`src/rtl/dmem_arbiter.sv`:
```
// dmem_arbiter: round-robin share of one single-port data memory between core (req 0) and debug/loader (req 1); req_*/rsp_* requester side, mem_* memory side, busy when not IDLE
module dmem_arbiter #(
  parameter int ADDR_W = 32,
  parameter int DATA_W = 32
) (
  input  logic              clk,
  input  logic              rst,
  input  logic [1:0]        req_valid,
  output logic [1:0]        req_ready,
  input  logic              req_we0,
  input  logic              req_we1,
  input  logic [ADDR_W-1:0] req_addr0,
  input  logic [ADDR_W-1:0] req_addr1,
  input  logic [DATA_W-1:0] req_wdata0,
  input  logic [DATA_W-1:0] req_wdata1,
  output logic [1:0]        rsp_valid,
  output logic [DATA_W-1:0] rsp_rdata,
  output logic              rsp_err,
  output logic              mem_we,
  output logic [ADDR_W-1:0] mem_addr,
  output logic [DATA_W-1:0] mem_wd,
  input  logic [DATA_W-1:0] mem_rd,
  output logic              busy
);
  typedef enum logic [1:0] {IDLE, ACCESS, RESP} state_t;
  state_t state;
  logic rr, h_id, h_we, win, sel_we, mis;
  logic [ADDR_W-1:0] h_addr, sel_addr;
  logic [DATA_W-1:0] h_wdata, sel_wdata;
  always_comb begin
    win = &req_valid ? rr : req_valid[1];
    req_ready = (state == IDLE && |req_valid) ? (win ? 2'b10 : 2'b01) : 2'b00;
    sel_we = win ? req_we1 : req_we0;
    sel_addr = win ? req_addr1 : req_addr0;
    sel_wdata = win ? req_wdata1 : req_wdata0;
    mis = |h_addr[1:0];
  end
  assign mem_addr = h_addr;
  assign mem_wd = h_wdata;
  assign busy = state != IDLE;
  always_ff @(posedge clk or negedge rst) begin
    if (!rst) begin
      state <= IDLE;
      rr <= 1'b0;
      h_id <= 1'b0;
      h_we <= 1'b0;
      h_addr <= '0;
      h_wdata <= '0;
      rsp_valid <= 2'b00;
      rsp_rdata <= '0;
      rsp_err <= 1'b0;
      mem_we <= 1'b0;
    end else begin
      case (state)
        IDLE: if (|req_valid) begin
          state <= ACCESS;
          h_id <= win;
          h_we <= sel_we;
          h_addr <= sel_addr;
          h_wdata <= sel_wdata;
          mem_we <= sel_we && sel_addr[1:0] == 2'b00;
        end
        ACCESS: begin
          state <= RESP;
          mem_we <= 1'b0;
          rsp_valid <= h_id ? 2'b10 : 2'b01;
          rsp_rdata <= (h_we || mis) ? '0 : mem_rd;
          rsp_err <= mis;
        end
        default: begin
          state <= IDLE;
          rsp_valid <= 2'b00;
          rr <= ~h_id;
        end
      endcase
    end
  end
endmodule

```
`config.mk`:
```
export PLATFORM = sky130hd
export DESIGN_NAME = dmem_arbiter
export DESIGN_NICKNAME = d
export VERILOG_FILES = /design/src/rtl/dmem_arbiter.sv
export SDC_FILE = /design/constraint.sdc
export NUM_CORES = 1
export LEC_CHECK = 0
export BUFFER_PORTS_ARGS = -buffer_cell sky130_fd_sc_hd__buf_2
export CORE_ASPECT_RATIO = 0.5
export CORE_UTILIZATION = 28
export CTS_BUF_LIST = sky130_fd_sc_hd__clkbuf_8
export DETAILED_ROUTE_END_ITERATION = 6
export SLEW_MARGIN = 25
export SYNTH_ARGS = -nofsm -noshare
export SYNTH_HDL_FRONTEND = slang
export SYNTH_SLANG_ARGS = --single-unit
```
`constraint.sdc`:
```
create_clock -name clk -period 3.32 [get_ports clk]
set_input_delay 0.166 -clock clk [delete_from_list [all_inputs] [get_ports clk]]
set_output_delay 0.166 -clock clk [all_outputs]
set_load 0.01 [all_outputs]
```
Word-level counts from Yosys, hierarchy flattened:

Index checks and enable logic that the tools add are counted.

* reduce and logical (&&, ||, !) cells: 13
* bitwise logic cells: 1
* shift-type cells: 0
* div/mod/pow operators: 0
* order comparisons: 0
* equality and inequality tests: 2
* multiply operators: 0
* add/sub/neg operators: 0
* multiplexer cells: 13

Operator list (count)
* 32-bit two-way mux: 3
* 2-bit two-way mux: 4
* 2-bit one-hot mux with 2 select lines: 2
* 2-bit AND reduction: 3
* 2-bit OR reduction: 3
* 2-bit zero test: 2
* 2-bit nonzero test: 2
* 1-bit two-way mux: 3
* 2-bit by 1-bit == test with 1-bit output, second input constant: 1
* 1-bit logical AND: 2
* 2-bit by 1-bit inequality test with 1-bit output, second input constant: 1
* 1-bit one-hot mux with 2 select lines: 1
* 1-bit logical OR: 1
* 1-bit inverter: 1

* RAM bits: 0
* word-level logic and storage cells: 39
* memories: 0
* bits in read-only memories: 0
* latch bits: 0
* input bits: 166
* output and inout bits: 103
* bits in registers: 105

Longest topological paths before layout:

* depth in word-level cells: 7
* depth in mapped cells: 6
* gate-level depth less buffers: 5

Least setup slack after synthesis:

Ideal clock, no wire load.

* path type: register to output
* start: register state[0]
* end: output port req_ready[0]
* stages on the path, launching flop included: 5
* setup slack: 1.894 ns
* arrival time: 1.260 ns
* path through: dfrtp_1 -> nor2_4 -> inv_2 -> a211oi_4 -> buf_6

* cells in the longest elaborated chain, start to end: 3

Ends and longest elaborated chain
* start, declared: line 26 `state_t state;`
* start signal, assigned: line 43 `state <= IDLE;`
* start signal, assigned: line 56 `state <= ACCESS;`
* start signal, assigned: line 64 `state <= RESP;`
* 2-bit zero test: line 32 `req_ready = (state == IDLE && |req_valid) ? (win ? 2'b10 : 2'b01) : 2'b00;`
* 1-bit logical AND: line 32
* 2-bit two-way mux: line 32
* end, declared: line 9 `output logic [1:0] req_ready,`

No other way between the ends.

Worst setup path after layout:

* start: register state[0]
* end: output port req_ready[1]

Same word-level chain as after synthesis.

==> flow_metrics.env <==
export IMPL_fin_skew_ns=0.0132
export IMPL_final_cell_mix="buf_2, nand2_1, dfrtp_1, dlygate4sd3_1, a22oi_1"
export IMPL_grt_max_degree=58
export IMPL_crit_chain="nor2_4 > o211a_2 > buf_12 > buf_2"
export IMPL_cp_num_cells=4
export IMPL_seq_area_frac_synth_pct=61.6
export IMPL_synthesis_nets=552
export IMPL_drive_above_1_share_pct=40.8
export IMPL_cp_slowest_cell="o211a_2"
export IMPL_overflow=0
export IMPL_clk_path_buf_depth=2
export IMPL_layout_commonest_cell="buf_2"
export IMPL_ir_drop_v=0.000272
export IMPL_slew_headroom_pct=38.4
export IMPL_worst_pin_slew_ns=0.920
export IMPL_antenna_found_initial=0
export IMPL_cpLargestDelayFamily="compound AO/OA/AOI/OAI gates"
export IMPL_finalCritPeriodShare_pct=70.5
export IMPL_die_w_um=177
export IMPL_syn_to_final_growth_pct=60.2
export IMPL_vias=4222
export IMPL_r2r_slack_ns=1.39
export IMPL_portBuffers=268
export IMPL_clkSinkCount=105
export IMPL_cp_arrival_ns=2.18
export IMPL_cp_start_kind="register"
export IMPL_grtUsageMet3_pct=3.36
export IMPL_clk_latency_ns=0.37
export IMPL_synth_distinct_cells=22
export IMPL_diodes=0
export IMPL_power_density_nw_per_um2=826
export IMPL_nets=897
export IMPL_min_to="mem_addr[15]$_DFFE_PN0P_"
export IMPL_drv_slew=0
export IMPL_clkSlewWorstSetupHoldPaths_ns=0.11
export IMPL_core_area_um2=14700
export IMPL_crit_path_max_fanout=34
export IMPL_wl_per_cell_um=14.5
export IMPL_status="finished clean"
export IMPL_hold_depth=3
export IMPL_met2_usage_pct=29.0
export IMPL_routabilityCongestion=0.790
export IMPL_first_pass_iters=5
export IMPL_wirelength_mm=13.6
export IMPL_cts_htree_levels=3
export IMPL_ys_ff_latch=105
export IMPL_r2r_end="mem_wd[23]$_DFFE_PN0P_"
export IMPL_yosys_warnings=0
export IMPL_rsz0062_at_grt="no"
export IMPL_die_area_um2=15800
export IMPL_synthCells=386
export IMPL_boundaryPins=269
export IMPL_drc=0
export IMPL_hp_start="req_addr1[15]"
export IMPL_critPathMaxStageDelay_ns=0.68
export IMPL_timing_final_setup_violations=0
export IMPL_worstPathRequired_ns=3.15
export IMPL_worstHoldPathType="in -> reg"
export IMPL_setup_tns_ns=0
export IMPL_track_usage_pct=16.5
export IMPL_dp_cells=832
export IMPL_r2r_cells=5
export IMPL_cap_violations=0
export IMPL_root_buffer="clkbuf_8"
export IMPL_globalRoute_busiestLayer="met2"
export IMPL_grt_pass1_wl_mm=20.2
export IMPL_finalCriticalPeriod_ns=2.34
export IMPL_routed_via_density=4.52
export IMPL_met1_usage_pct=19.9
export IMPL_initial_core_util_pct=29.1
export IMPL_max_freq_ghz=0.427
export IMPL_rows=31
export IMPL_regToRegStartpoint="state[0]$_DFFE_PN0P_"
export IMPL_synthesis_area_um2=4270
export IMPL_cts_buffers=9
export IMPL_end_kind="output port"
export IMPL_ant_nets=0
export IMPL_leakage_nw=3.69
export IMPL_tritoncts="built"
export IMPL_cp_num_buf_inv=2
export IMPL_grt_pass1_vias=4026
export IMPL_die_height_um=89.3
export IMPL_crit_start="state[0]$_DFFE_PN0P_"
export IMPL_drtIter0Drc=216
export IMPL_path_class="reg -> out"
export IMPL_hpwl_mm=9.03
export IMPL_hold_viol=0
export IMPL_avgSynthCellArea_um2=11.1
export IMPL_stdcell_count=934
## how the worst max path moves through the flow
stage	end	slack, ns
floorplan	req_ready[0]	1.89
finish	req_ready[1]	0.98
global route	req_ready[1]	0.88
CTS	req_ready[1]	0.97
global placement	req_ready[1]	1.40
detailed placement	req_ready[1]	1.40
## metal layers
metal  vias up  part of all wire (%)
li1       2040                     -
met1      2010                    42
met2       132                    52
met3        40                   3.2
met4         0                   3.6
met5         -                     0
## worst reg2reg max path: cells and delay by family (launching register included)
family | cells | cell delay, ns
AOI/OAI and AO/OA | 2 | 0.80
DFF | 1 | 0.48
and+or+nand+nor | 2 | 0.30
buffers and inverters | 1 | 0.29
## cells by family (layout without fill, tap and decap cells)
family                 count (synthesis)  in the layout  synth area share (%)
AO/OA/AOI/OAI                        105            105                  19.4
buffers and inverters                 32            382                  4.75
flip-flops                           105            105                  61.6
multiplexers                           6              6                  1.44
AND/OR/NAND/NOR                      138            138                  12.8
## repair_timing
item | CTS | global route
setup buffers | 0 | 0
endpoints found under the hold margin | 140 | 1
resized for setup | 0 | 0
hold buffers | 85 | 1
endpoints found under the setup margin | 0 | 0
## state kept, by name, indices dropped and copies added, names as in the netlist, 2 cells and up
name       cells
mem_wd        32
rsp_rdata     32
state          2
mem_addr      32
rsp_valid      2
## synthesized netlist by cell type, drive strengths merged
cell type | count | area [um^2]
nand2 | 129 | 484
nand2b | 1 | 6.26
a22oi | 63 | 478
nor2 | 6 | 30.0
inv | 5 | 18.8
a22o | 32 | 280
clkbuf | 6 | 22.5
o211a | 1 | 10.0
a211oi | 1 | 20.0
o22ai | 1 | 6.26
buf | 21 | 161
mux2i | 5 | 50.1
mux2 | 1 | 11.3
dfrtp | 105 | 2630
nor3 | 1 | 5.00
nor4 | 1 | 21.3
o21ai | 7 | 35.0
## cell type report
| class | instances | area [um^2] |
|---|---|---|
| fill | 1385 | 7820 |
| timing repair buffer | 361 | 2290 |
| inverter | 5 | 18.8 |
| clock buffer | 9 | 124 |
| clock inverter | 7 | 77.6 |
| tap | 198 | 248 |
| sequential | 105 | 2630 |
| multi-input combinational | 249 | 1450 |
## report_power, final
part	internal [mW]	switching [mW]
Clock	0.354	0.460
Sequential	1.90	0.356
Combinational	1.14	1.44
Total	3.40	2.25
## through the flow
stage	cell area [um^2]	utilization [%]	total power [mW]	hold WS, ns	worst slack (ns)
after floorplan	4270	-	3.76	-0.130	1.89
after global placement	5780	39.4	4.75	0.284	1.40
after detailed placement	5780	39.4	4.78	0.289	1.40
after CTS	6830	46.6	5.70	0.000644	0.966
after global routing	6840	46.6	6.07	0.00337	0.884
final	6840	46.6	5.65	0.0208	0.978
Power figures use the tool's default switching activity.
